<file path="src/rtl/fifo_read_sched.sv">
// Read scheduler merging the NV (A) and MTI (B) sample FIFOs into one valid/ready host stream.
// Optional FIFO_READ_SCHED_STATS_EN adds per-channel full-while-waiting counters (ovf_cnt_a/ovf_cnt_b).
module fifo_read_sched #(
    parameter int BURST = 8,
    parameter int DW    = 16
) (
    input  logic          clk,
    input  logic          reset,
    input  logic          enable,
    input  logic [1:0]    chan_mask,
    input  logic          abort,
    input  logic [2:0]    ffa_rdstate,
    input  logic [2:0]    ffb_rdstate,
    input  logic [DW-1:0] ffa_rddata,
    input  logic [DW-1:0] ffb_rddata,
    output logic          ffa_rden,
    output logic          ffb_rden,
    output logic [DW-1:0] out_data,
    output logic          out_src,
    output logic          out_last,
    output logic          out_valid,
    input  logic          out_ready,
    output logic          busy
`ifdef FIFO_READ_SCHED_STATS_EN
    ,
    output logic [15:0]   ovf_cnt_a,
    output logic [15:0]   ovf_cnt_b
`endif
);

    typedef enum logic [1:0] {
        IDLE    = 2'd0,
        ISSUE   = 2'd1,
        CAPTURE = 2'd2,
        PRESENT = 2'd3
    } state_t;

    localparam logic [7:0] CNT_LAST = 8'(BURST - 1);

    state_t        state_r;
    logic          sel_r;
    logic          rr_r;
    logic [7:0]    cnt_r;
    logic          rden_a_r;
    logic          rden_b_r;
    logic [DW-1:0] data_r;
    logic          src_r;
    logic          last_r;
    logic          valid_r;
    logic          busy_r;

    logic          elig_a_s;
    logic          elig_b_s;
    logic          full_a_s;
    logic          full_b_s;
    logic          grant_ok_s;
    logic          grant_ch_s;
    logic          sel_empty_s;
    logic [DW-1:0] sel_data_s;
    logic          unused_af_s;

    // Almost-full is reported by the FIFOs but plays no part in scheduling.
    assign unused_af_s = ffa_rdstate[1] ^ ffb_rdstate[1];

    // Grant selection and selected-channel read-port mux.
    always_comb begin
        elig_a_s    = enable & chan_mask[0] & ~ffa_rdstate[0];
        elig_b_s    = enable & chan_mask[1] & ~ffb_rdstate[0];
        full_a_s    = elig_a_s & ffa_rdstate[2];
        full_b_s    = elig_b_s & ffb_rdstate[2];
        grant_ok_s  = elig_a_s | elig_b_s;
        grant_ch_s  = 1'b0;
        sel_empty_s = 1'b0;
        sel_data_s  = {DW{1'b0}};
        // A lone full channel pre-empts; otherwise rr wins if it can be served.
        if (full_a_s != full_b_s) begin
            grant_ch_s = full_b_s;
        end else if (rr_r == 1'b0) begin
            grant_ch_s = ~elig_a_s;
        end else begin
            grant_ch_s = elig_b_s;
        end
        if (sel_r == 1'b1) begin
            sel_empty_s = ffb_rdstate[0];
            sel_data_s  = ffb_rddata;
        end else begin
            sel_empty_s = ffa_rdstate[0];
            sel_data_s  = ffa_rddata;
        end
    end

    // Scheduler FSM with registered strobes and host-side outputs.
    always_ff @(posedge clk) begin
        if (!reset) begin
            state_r  <= IDLE;
            sel_r    <= 1'b0;
            rr_r     <= 1'b0;
            cnt_r    <= 8'd0;
            rden_a_r <= 1'b0;
            rden_b_r <= 1'b0;
            data_r   <= {DW{1'b0}};
            src_r    <= 1'b0;
            last_r   <= 1'b0;
            valid_r  <= 1'b0;
            busy_r   <= 1'b0;
        end else if (abort) begin
            state_r  <= IDLE;
            rr_r     <= ~sel_r;
            cnt_r    <= 8'd0;
            rden_a_r <= 1'b0;
            rden_b_r <= 1'b0;
            last_r   <= 1'b0;
            valid_r  <= 1'b0;
            busy_r   <= 1'b0;
        end else begin
            case (state_r)
                IDLE: begin
                    if (grant_ok_s) begin
                        sel_r    <= grant_ch_s;
                        cnt_r    <= 8'd0;
                        rden_a_r <= ~grant_ch_s;
                        rden_b_r <= grant_ch_s;
                        busy_r   <= 1'b1;
                        state_r  <= ISSUE;
                    end else begin
                        busy_r   <= 1'b0;
                    end
                end
                ISSUE: begin
                    rden_a_r <= 1'b0;
                    rden_b_r <= 1'b0;
                    state_r  <= CAPTURE;
                end
                CAPTURE: begin
                    // Empty is checked after the pop, so a drained FIFO ends the burst without a further read.
                    data_r  <= sel_data_s;
                    src_r   <= sel_r;
                    last_r  <= (cnt_r == CNT_LAST) | sel_empty_s;
                    valid_r <= 1'b1;
                    state_r <= PRESENT;
                end
                PRESENT: begin
                    if (out_ready) begin
                        valid_r <= 1'b0;
                        if (last_r) begin
                            cnt_r   <= 8'd0;
                            rr_r    <= ~sel_r;
                            busy_r  <= 1'b0;
                            state_r <= IDLE;
                        end else begin
                            cnt_r    <= cnt_r + 8'd1;
                            rden_a_r <= ~sel_r;
                            rden_b_r <= sel_r;
                            state_r  <= ISSUE;
                        end
                    end else begin
                        valid_r <= 1'b1;
                    end
                end
                default: begin
                    rden_a_r <= 1'b0;
                    rden_b_r <= 1'b0;
                    valid_r  <= 1'b0;
                    busy_r   <= 1'b0;
                    state_r  <= IDLE;
                end
            endcase
        end
    end

    assign ffa_rden  = rden_a_r;
    assign ffb_rden  = rden_b_r;
    assign out_data  = data_r;
    assign out_src   = src_r;
    assign out_last  = last_r;
    assign out_valid = valid_r;
    assign busy      = busy_r;

`ifdef FIFO_READ_SCHED_STATS_EN
    logic [15:0] ovf_a_r;
    logic [15:0] ovf_b_r;

    // Saturating count of clocks a channel sits full while the other one is being served.
    always_ff @(posedge clk) begin
        if (!reset) begin
            ovf_a_r <= 16'd0;
            ovf_b_r <= 16'd0;
        end else begin
            if ((state_r != IDLE) && ffa_rdstate[2] && (sel_r != 1'b0) && (ovf_a_r != 16'hFFFF)) begin
                ovf_a_r <= ovf_a_r + 16'd1;
            end
            if ((state_r != IDLE) && ffb_rdstate[2] && (sel_r != 1'b1) && (ovf_b_r != 16'hFFFF)) begin
                ovf_b_r <= ovf_b_r + 16'd1;
            end
        end
    end

    assign ovf_cnt_a = ovf_a_r;
    assign ovf_cnt_b = ovf_b_r;
`endif

endmodule
</file>
<file path="config.mk">
export PLATFORM = sky130hd
export DESIGN_NAME = fifo_read_sched
export DESIGN_NICKNAME = d
export VERILOG_FILES = /design/src/rtl/fifo_read_sched.sv
export SDC_FILE = /design/constraint.sdc
export NUM_CORES = 1
export LEC_CHECK = 0
export BUFFER_PORTS_ARGS = -buffer_cell sky130_fd_sc_hd__buf_2
export CORE_ASPECT_RATIO = 1.4
export CORE_MARGIN = 4
export CORE_UTILIZATION = 52
export DETAILED_ROUTE_END_ITERATION = 7
export GPL_TIMING_DRIVEN = 0
export HOLD_SLACK_MARGIN = 0.12
export PLACE_DENSITY = 0.95
export SLEW_MARGIN = 40
export SYNTH_ARGS = -nofsm -noshare
export SYNTH_HDL_FRONTEND = slang
export SYNTH_SLANG_ARGS = --single-unit
export TNS_END_PERCENT = 5
</file>
<file path="constraint.sdc">
create_clock -name clk -period 3.9 [get_ports clk]
set_input_delay 0.195 -clock clk [delete_from_list [all_inputs] [get_ports clk]]
set_output_delay 0.195 -clock clk [all_outputs]
set_load 0.1 [all_outputs]
</file>
Word level (Yosys, flattened, before mapping)
Index checks and enable logic that the tools add are counted.
{"block": "classes", "addsub": 1, "n_eq_ne": 9, "muxes": 30, "bitwise": 15, "reduce_logical": 15}
{"operator": "$mux 8", "count": 3}
{"operator": "$mux 1", "count": 18}
{"operator": "$mux 16", "count": 1}
{"operator": "$pmux 8 s2", "count": 1}
{"operator": "$reduce_and 3->1", "count": 4}
{"operator": "$reduce_bool 2->1", "count": 5}
{"operator": "$add 8x1->8 const B", "count": 1}
{"operator": "$eq 8x3->1 const B", "count": 1}
{"operator": "$ne 2x2->1 const B", "count": 4}
{"operator": "$pmux 2 s4", "count": 1}
{"operator": "$not 1->1", "count": 7}
{"operator": "$and 1x1->1", "count": 6}
{"operator": "$pmux 1 s3", "count": 2}
{"operator": "$eq 2x2->1 const B", "count": 2}
{"operator": "$mux 2", "count": 2}
{"operator": "$pmux 1 s2", "count": 2}
{"operator": "$reduce_and 2->1", "count": 2}
{"operator": "$reduce_and 4->1", "count": 1}
{"operator": "$reduce_bool 3->1", "count": 1}
{"operator": "$eq 2x1->1 const B", "count": 1}
{"operator": "$logic_not 2->1", "count": 1}
{"operator": "$or 1x1->1", "count": 2}
{"operator": "$reduce_or 2->1", "count": 1}
{"operator": "$ne 1x1->1", "count": 1}
{"block": "totals", "register_bits": 34, "input_bits": 45, "output_inout_bits": 22, "wordCells": 81}

Logic depth before layout (Yosys ltp)
Gate-level depths: netlist of the first run.
{"block": "depth", "depth_word": 8, "ltp_mapped": 8, "ltp_nobuf": 7}

Worst setup path after synthesis of the first run
OpenSTA, ideal clock, no wires.
{"block": "synth_path", "kind": "reg-to-reg", "from": "register last_r (netlist: out_last)", "to": "register cnt_r[0]", "setup_ns": 0.116, "t_arrival_ns": 1.682, "t_required_ns": 3.784, "slack_ns": 2.102, "path_stages_with_launch": 6, "n_path_buf": 1, "period_less_slack_ns": 1.798, "cell_sequence": "dfxtp_1 a21boi_1 a211oi_1 or2_1 buf_2 nor2_1"}
{"block": "synth_between", "elab_chain_cells": 3}
{"element": "from (decl)", "line_no": "48", "source": "logic last_r;"}
{"element": "from (signal assigned)", "line_no": "138", "source": "last_r <= (cnt_r == CNT_LAST) | sel_empty_s;"}
{"element": "$mux 8", "line_no": "145", "source": "if (last_r) begin"}
{"element": "$mux 8", "line_no": "143", "source": "if (out_ready) begin"}
{"element": "$pmux 8 s2", "line_no": "116", "source": "case (state_r)"}
{"element": "to (signal assigned)", "line_no": "151", "source": "cnt_r <= cnt_r + 8'd1;"}
{"element": "to (decl)", "line_no": "43", "source": "logic [7:0] cnt_r;"}
No other way between the ends. The select of a mux whose other input is x is not followed.
A chain may end at the register's enable or synchronous reset.

Worst setup path in the final report of the first run
{"block": "layout_path", "from": "register state_r[0]", "to": "register data_r[15] (netlist: out_data[15])"}
{"block": "layout_between", "elab_chain_cells": 2}
{"element": "from (decl)", "line_no": "40", "source": "state_t state_r;"}
{"element": "from (signal assigned)", "line_no": "95", "source": "state_r <= IDLE;"}
{"element": "from (signal assigned)", "line_no": "107", "source": "state_r <= IDLE;"}
{"element": "from (signal assigned)", "line_no": "124", "source": "state_r <= ISSUE;"}
{"element": "$eq 2x2->1", "line_no": "116"}
{"element": "$reduce_and 2->1 (no source line)"}
{"element": "to (signal assigned)", "line_no": "101", "source": "data_r <= {DW{1'b0}};"}
{"element": "to (signal assigned)", "line_no": "136", "source": "data_r <= sel_data_s;"}
{"element": "to (decl)", "line_no": "46", "source": "logic [DW-1:0] data_r;"}
No other way between the ends.

==> results of run 1 <==
-- path summary, 6_finish.rpt --
path,cells past startpoint,slack (ns),end
hold / removal,2,0.24,sel_r
hold reg to reg,1,0.50,out_data[3]
setup reg to reg,7,1.98,out_data[15]
setup / recovery,7,1.98,out_data[15]
-- layer usage --
metal / up-vias / part of all wire, %
met5: - / 0
met4: 0 / 2.5
met3: 18 / 8.3
met2: 71 / 53
met1: 775 / 37
li1: 798 / -
-- cells by family after synthesis --
kind of cell    after synthesis  synth area share, %
fa+ha+maj                     5                 3.55
flops                        34                 38.6
mux                          19                 10.8
buf+inv                      16                 4.33
compound gates               42                 21.2
xor+xnor                      7                 3.48
simple gates                 60                 18.1
-- where the power goes --
| part | switching (uW) | internal (uW) | total [uW] |
|---|---|---|---|
| registers | 3.73 | 352 | 355 |
| logic | 61.8 | 46.0 | 108 |
| clock network | 132 | 142 | 274 |
-- final cells by class --
class	count	area, sq um	share of cell area (%)
tap	39	48.8	2.19
inverter	4	15.0	0.674
clock buffer	6	82.6	3.71
sequential	34	681	30.6
clock inverter	2	12.5	0.562
multi-input combinational	133	1010	45.2
buffer	12	61.3	2.75
timing repair buffer	64	320	14.4
-- state kept, by name (all words and copies together) (netlist names) --
register   cells
out_valid      1
rr_r           1
out_last       1
out_src        1
busy           1
sel_r          1
state_r        2
ffb_rden       1
cnt_r          8
out_data      16
ffa_rden       1
-- synthesized netlist by cell type --
| cell | instances | share of area [%] |
|---|---|---|
| sky130_fd_sc_hd__a21boi_1 | 1 | 0.43 |
| sky130_fd_sc_hd__nand3_1 | 4 | 1.1 |
| sky130_fd_sc_hd__nor3_1 | 5 | 1.4 |
| sky130_fd_sc_hd__o311a_1 | 2 | 1.1 |
| sky130_fd_sc_hd__mux2i_1 | 19 | 11 |
| sky130_fd_sc_hd__nand2b_1 | 3 | 1.1 |
| sky130_fd_sc_hd__dfxtp_1 | 34 | 39 |
| sky130_fd_sc_hd__nand4bb_1 | 1 | 0.64 |
| sky130_fd_sc_hd__o211a_1 | 17 | 9.7 |
| sky130_fd_sc_hd__a31oi_1 | 1 | 0.36 |
| sky130_fd_sc_hd__buf_6 | 1 | 0.64 |
| sky130_fd_sc_hd__nor2b_4 | 2 | 1.6 |
| sky130_fd_sc_hd__buf_4 | 1 | 0.43 |
| sky130_fd_sc_hd__a31o_2 | 1 | 0.50 |
| sky130_fd_sc_hd__o21ai_1 | 4 | 1.1 |
| sky130_fd_sc_hd__nor2_1 | 16 | 3.4 |
| sky130_fd_sc_hd__o21a_1 | 1 | 0.43 |
| sky130_fd_sc_hd__nor2b_1 | 3 | 1.1 |
| sky130_fd_sc_hd__a21oi_2 | 1 | 0.50 |
| sky130_fd_sc_hd__nor4_4 | 1 | 1.2 |
| sky130_fd_sc_hd__nor3b_1 | 1 | 0.43 |
| sky130_fd_sc_hd__xnor2_1 | 7 | 3.5 |
| sky130_fd_sc_hd__nand4_1 | 1 | 0.36 |
| sky130_fd_sc_hd__or2_1 | 2 | 0.71 |
| sky130_fd_sc_hd__a31o_1 | 1 | 0.50 |
| sky130_fd_sc_hd__a211oi_1 | 2 | 0.85 |
| sky130_fd_sc_hd__nor3_2 | 1 | 0.57 |
| sky130_fd_sc_hd__a22oi_1 | 1 | 0.43 |
| sky130_fd_sc_hd__a221oi_2 | 1 | 0.85 |
| sky130_fd_sc_hd__clkbuf_1 | 6 | 1.3 |
| sky130_fd_sc_hd__o311ai_4 | 1 | 1.5 |
| sky130_fd_sc_hd__buf_2 | 4 | 1.1 |
| sky130_fd_sc_hd__nand2_1 | 19 | 4.0 |
| sky130_fd_sc_hd__nand2b_2 | 1 | 0.50 |
| sky130_fd_sc_hd__o21bai_1 | 2 | 0.85 |
| sky130_fd_sc_hd__ha_1 | 5 | 3.5 |
| sky130_fd_sc_hd__a211o_1 | 1 | 0.50 |
| sky130_fd_sc_hd__a21oi_1 | 2 | 0.57 |
| sky130_fd_sc_hd__inv_1 | 3 | 0.64 |
| sky130_fd_sc_hd__o211ai_1 | 1 | 0.43 |
| sky130_fd_sc_hd__o21ai_0 | 2 | 0.57 |
| sky130_fd_sc_hd__inv_2 | 1 | 0.21 |
-- metrics by stage --
stage / area, sq um / cells / hold WS [ns]
floorplan: 1760 / 183 / 0.364
global placement: 2130 / 286 / 0.476
detailed placement: 2130 / 286 / 0.486
CTS: 2230 / 294 / 0.235
global route: 2230 / 294 / 0.251
finish: 2230 / 294 / 0.242
==> reports/metrics.yaml, run 1 <==
status:
  outcome: "finished, final reports clean"
detailed_routing:
  via_density: 5.65
  first_iter_violations: 50
  final_antenna_net_count: 0
  drc: 0
  wl_per_cell_um: 14.9
  detailroute.via_count: 1662
  finalWirelength_um: 4390
  detail_route.first_pass.iterations: 4
cells_and_area:
  area_growth_pct: 26.3
  final_layout_size_suffix_gt1_share_pct: 34.5
  final.fill_count: 246
  postLayoutCoreUtil_pct: 70.0
  layout_commonest_cell: "sky130_fd_sc_hd__buf_2"
  antennaDiodeCount: 0
  nNetsFinal: 304
  commonest_cells_after_routing_fill_and_taps_aside: "sky130_fd_sc_hd__buf_2, sky130_fd_sc_hd__dfxtp_1, sky130_fd_sc_hd__mux2i_1, sky130_fd_sc_hd__nand2_1, sky130_fd_sc_hd__o211a_1"
cts:
  clkSlewWorstSetupHoldPaths_ns: 0.07
  postCtsResizedCells: 0
  clkLatencyLatePin_ns: 0.29
  numClockSinks: 34
  tritoncts: "built"
  cts-buffers-inserted: 5
  ctsLongestPathBuffers: 2
  cts_root_buf: "sky130_fd_sc_hd__clkbuf_8"
  ctsHtreeMaxLevel: 2
  cts_setup_buffers: 0
  cts_hold_buffers: 0
critical_path:
  critical_path_peak_fanout: 10
  critical_path_class: "reg -> reg"
  required_ns: 4.09
  critical_path.startpoint_type: "flop"
  worst_path_largest_cell_delay_ns: 0.44
  crit_family: "buffers and inverters"
  timing.critical_path.buf_inv: 3
  critical_path_cell_by_cell: "inv_1, ha_1, nor2b_1, clkbuf_1, clkbuf_1, nand2_1, o211a_1"
  cpMaxStageDelayCell: "sky130_fd_sc_hd__clkbuf_1"
  reg2reg_start: "state_r[0]"
  worst_path_most_repeated_cell: "sky130_fd_sc_hd__clkbuf_1"
  crit_start: "state_r[0]"
  critical_path.endpoint_type: "flop"
  cp.arrival_ns: 2.11
sta:
  finish_stage_setup_viols: 0
  setup_ws_ns: 1.98
  skew_ns: 0.00735
  finalHoldViolations: 0
  tightestPinTransition_ns: 0.495
  achievable-frequency_mhz: 520
  fin_setup_tns_ns: 0
  grt_setup_unrepaired: "no"
  finalWorstPathRequiredPeriod_ns: 1.92
  max-slew-margin-rel_pct: 67.0
  maxSlewViolCount: 0
  final.period_utilization_pct: 49.3
job:
  max_cap_violations: 0
min_path:
  holdCritPathClass: "in -> reg"
  timing.hold.worst.start: "abort"
floorplan:
  die_w_um: 57.2
  placementRows: 24
  pin_count: 67
  die_h_um: 76.9
  initial_core_util_pct: 55.4
  dieArea_sq_um: 4400
  core_area_sq_um: 3180
synthesis:
  yosys_warnings: 0
  yosys_register_bits: 34
  syn_nets: 233
  ys_types: 42
  syn-mean-instance-area_sq_um: 9.63
  syn_area_sq_um: 1760
  post_synth_inst_count: 183
  synth_sequential_area_ratio_pct: 38.6
global_route:
  grt_use_met2_pct: 39.1
  grt_pass1_wl_um: 7820
  met3_usage_pct: 8.74
  groute.usage.overall_pct: 22.1
  grt_start_max_net_pins: 12
  antenna_violations_before_repair: 0
  global_route_track_usage_on_met1_pct: 21.4
  grt_busiest_layer: "met2"
  number_of_global_route_vias_before_repair: 1802
  grt_remaining_overflow: 0
power_and_ir_drop:
  power_density_nw_per_um2: 331
  report.power.total_uw: 737
  max-vdd-ir-drop_v: 0.000303
  leakage_uw: 0.00114
placed_design:
  port_buffers: 64
  last_weighted_congestion_value_of_the_routability_driven_placer: 0.878
  dpl.hpwl_um: 3480
  place_worst_setup_slack_ns: 2.03
(Power assumes the default switching activity.)
==> inputs of run 2 (changes only) <==
- ABC_AREA: not set -> 1
- CORE_UTILIZATION: 52 -> 44
- PLACE_DENSITY: 0.95 -> 0.88
- clock period: 3.9 -> 1.6 ns (I/O delays scaled with it)
==> reports/metrics.yaml, run 2 <==
status:
  outcome: "finished, final reports clean"
cts:
  ctsLongestPathBuffers: 2  # unchanged
  cts_root_buf: "sky130_fd_sc_hd__clkbuf_8"
  tritoncts: "built"
  cts-buffers-inserted: 5  # unchanged
  clkLatencyLatePin_ns: 0.29  # about the same
  numClockSinks: 34  # unchanged
  cts_setup_buffers: 0  # unchanged
  ctsHtreeMaxLevel: 2  # unchanged
  clkSlewWorstSetupHoldPaths_ns: 0.07  # about the same
detailed_routing:
  first_iter_violations: 113  # +130%
  via_density: 5.09  # -10%
  wl_per_cell_um: 12.3  # -17%
  drc: 0  # unchanged
  detailroute.via_count: 2015  # +21%
  finalWirelength_um: 4890  # +11%
  detail_route.first_pass.iterations: 4  # unchanged
  final_antenna_net_count: 0  # unchanged
synthesis:
  yosys_warnings: 0  # unchanged
  syn_area_sq_um: 1780  # +0.85%
  post_synth_inst_count: 262  # +43%
  list_of_most_frequent_post_synthesis_cells: "sky130_fd_sc_hd__nand2_1, sky130_fd_sc_hd__nor2_1, sky130_fd_sc_hd__dfxtp_1"
  async_reset_ff_share_pct: 0  # unchanged
  synth_top_flop_cell: "sky130_fd_sc_hd__dfxtp_1"
  synth_sequential_area_ratio_pct: 38.3  # -0.33 points
  netlist.top_cell.by_area: "sky130_fd_sc_hd__dfxtp_1"
  synth_edf_count: 0  # unchanged
  yosys-top-cells-area: "sky130_fd_sc_hd__dfxtp_1, sky130_fd_sc_hd__nand2_1, sky130_fd_sc_hd__nor2_1"
  most_common_cell_in_the_netlist: "sky130_fd_sc_hd__nand2_1"
  syn-mean-instance-area_sq_um: 6.79  # -30%
  synthDominantCellAreaShare_pct: 38.3  # -0.33 points
  yosys_register_bits: 34  # unchanged
  syn_nets: 312  # +34%
  ys_types: 31  # -26%
critical_path:
  worst-r2r-cell-count: 8  # +1
  reg2reg_start: "state_r[0]"
  critical_path.startpoint_type: "flop"
  required_ns: 1.78  # -2.31 ns
  critical_path_cell_by_cell: "ha_1, buf_6, inv_4, or2_4, nand3_4, or2_1, o21ai_1, nor2_2"
  timing.critical_path.buf_inv: 2  # -1
  crit_family: "simple AND/OR/NAND/NOR gates"
  cpMaxStageDelayCell: "sky130_fd_sc_hd__dfxtp_2"
  cp.arrival_ns: 1.72  # -0.39 ns
  r2r-end: "cnt_r[1]"
  critical_path_peak_fanout: 10  # unchanged
  reg_to_reg_slack_setup_ns: 0.06  # -1.92 ns
  critical_path.endpoint_type: "flop"
  critical_path_class: "reg -> reg"
  worst_path_largest_cell_delay_ns: 0.35  # -0.09 ns
min_path:
  timing.hold.worst.start: "out_ready"
  hold-path-endpoint: "rr_r"
  holdPathStages: 4  # +2
  holdCritPathClass: "in -> reg"
cells_and_area:
  antennaDiodeCount: 0  # unchanged
  nNetsFinal: 402  # +32%
  largest_register_ffs: 16  # unchanged
  postLayoutCoreUtil_pct: 62.9  # -7.1 points
  layout_commonest_cell: "sky130_fd_sc_hd__buf_2"
  post-route-cell-area_sq_um: 2460  # +11%
  final.fill_count: 354  # +44%
  commonest_cells_after_routing_fill_and_taps_aside: "sky130_fd_sc_hd__buf_2, sky130_fd_sc_hd__nand2_1, sky130_fd_sc_hd__nor2_1"
  final_layout_size_suffix_gt1_share_pct: 27.2  # -7.3 points
  area_growth_pct: 38.6
power_and_ir_drop:
  leakage_uw: 0.00114  # -0.11%
  power_density_nw_per_um2: 821  # +150%
  max-vdd-ir-drop_v: 0.000546  # +80%
floorplan:
  initial_core_util_pct: 45.4  # -10 points
  die_h_um: 83.2  # +8.2%
  dieArea_sq_um: 5140  # +17%
  pin_count: 67  # unchanged
  core_area_sq_um: 3920  # +23%
  die_w_um: 61.7  # +7.9%
  placementRows: 27  # +13%
job:
  max_cap_violations: 0  # unchanged
placed_design:
  postPlaceCellArea_sq_um: 2150  # +1.0%
  dpl.hpwl_um: 3490  # +0.34%
  last_weighted_congestion_value_of_the_routability_driven_placer: 0.860  # -2.0%
  place_worst_setup_slack_ns: 0.00771  # -2.02 ns
  port_buffers: 64  # unchanged
sta:
  fin_setup_tns_ns: 0  # unchanged
  holdWs_ns: 0.139  # -0.104 ns
  skew_ns: 0.00598  # -0.00137 ns
  achievable-frequency_mhz: 650  # +25%
  final.period_utilization_pct: 96.2  # +47 points
  finalHoldViolations: 0  # unchanged
  finalWorstPathRequiredPeriod_ns: 1.54  # -0.383 ns
  max-slew-margin-rel_pct: 67.4  # +0.39 points
  finish_stage_setup_viols: 0  # unchanged
  maxSlewViolCount: 0  # unchanged
  tightestPinTransition_ns: 0.493  # -0.00239 ns
  setup_ws_ns: 0.0612  # -1.92 ns
  grt_setup_unrepaired: "no"
global_route:
  grt_pass1_wl_um: 8060  # +3.1%
  grt_remaining_overflow: 0  # unchanged
  antenna_violations_before_repair: 0  # unchanged
  groute.usage.overall_pct: 20.4  # -1.7 points
  grt_start_max_net_pins: 11  # -1
  number_of_global_route_vias_before_repair: 1953  # +8.4%
[run 2: cell types whose count changed after synthesis, moves of 7 or more]
cell / previous run / this run
sky130_fd_sc_hd__a21oi_1: 2 / 31
sky130_fd_sc_hd__inv_1: 3 / 23
sky130_fd_sc_hd__mux2i_1: 19 / 0
sky130_fd_sc_hd__nand2_1: 19 / 54
sky130_fd_sc_hd__nor2_1: 16 / 45
sky130_fd_sc_hd__o211a_1: 17 / 0
sky130_fd_sc_hd__o21ai_0: 2 / 26
sky130_fd_sc_hd__xnor2_1: 7 / 0
[run 2: power breakdown]
| group | switching (uW) | total, uW | internal [uW] |
|---|---|---|---|
| registers | 17.3 | 891 | 874 |
| clock network | 309 | 657 | 347 |
| logic | 314 | 475 | 160 |
[run 2: per-layer routing]
layer,track usage (%),share of wire (%),up-vias
li1,-,-,1023
met3,5.44,7.4,11
met4,9.27,1.9,0
met5,0,0,-
met1,21.8,39,913
met2,35.4,51,68
[run 2: kinds of logic after synthesis]
| family | after synthesis | synth area share, % |
|---|---|---|
| AO/OA/AOI/OAI | 62 | 18.1 |
| flip-flops | 34 | 38.3 |
| AND/OR/NAND/NOR | 124 | 31.2 |
| buffers and inverters | 37 | 8.94 |
| adder cells (fa/ha/maj) | 5 | 3.52 |
[run 2: worst max-delay path by stage]
stage / from / to / cells after the start
6_report: state_r[0] / cnt_r[1] / 8
5_1_grt: state_r[0] / ffb_rden / 10
4_1_cts: state_r[0] / cnt_r[1] / 8
3_5_place_dp: state_r[0] / cnt_r[1] / 8
3_3_place_gp: state_r[0] / cnt_r[1] / 8
2_1_floorplan: state_r[0] / cnt_r[1] / 8
[run 2: final cells by class]
| type | count | area, sq um | share of cell area (%) |
|---|---|---|---|
| buffer | 8 | 47.5 | 1.93 |
| clock buffer | 7 | 86.3 | 3.50 |
| clock inverter | 1 | 5.00 | 0.203 |
| inverter | 29 | 111 | 4.52 |
| multi-input combinational | 191 | 966 | 39.2 |
| sequential | 34 | 684 | 27.8 |
| tap | 43 | 53.8 | 2.18 |
| timing repair buffer | 83 | 510 | 20.7 |
[run 2: metrics by stage]
step,power [uW],cells
after detailed placement,1330,369
after global routing,2130,396
after floorplan,1220,262
after CTS,2030,396
final,2020,396
after global placement,1320,369
[run 2: what timing repair did]
item                       in CTS  in global routing
resized for setup               1                  7
hold buffers                   19                  0
hold endpoints to repair       19                  0
setup endpoints to repair       1                 21
[run 2: worst min-delay path, stage by stage]
cell                      delay [ns]
sky130_fd_sc_hd__buf_2          0.10
sky130_fd_sc_hd__nand2_1        0.07
sky130_fd_sc_hd__nand2_1        0.07
sky130_fd_sc_hd__a21oi_1        0.06
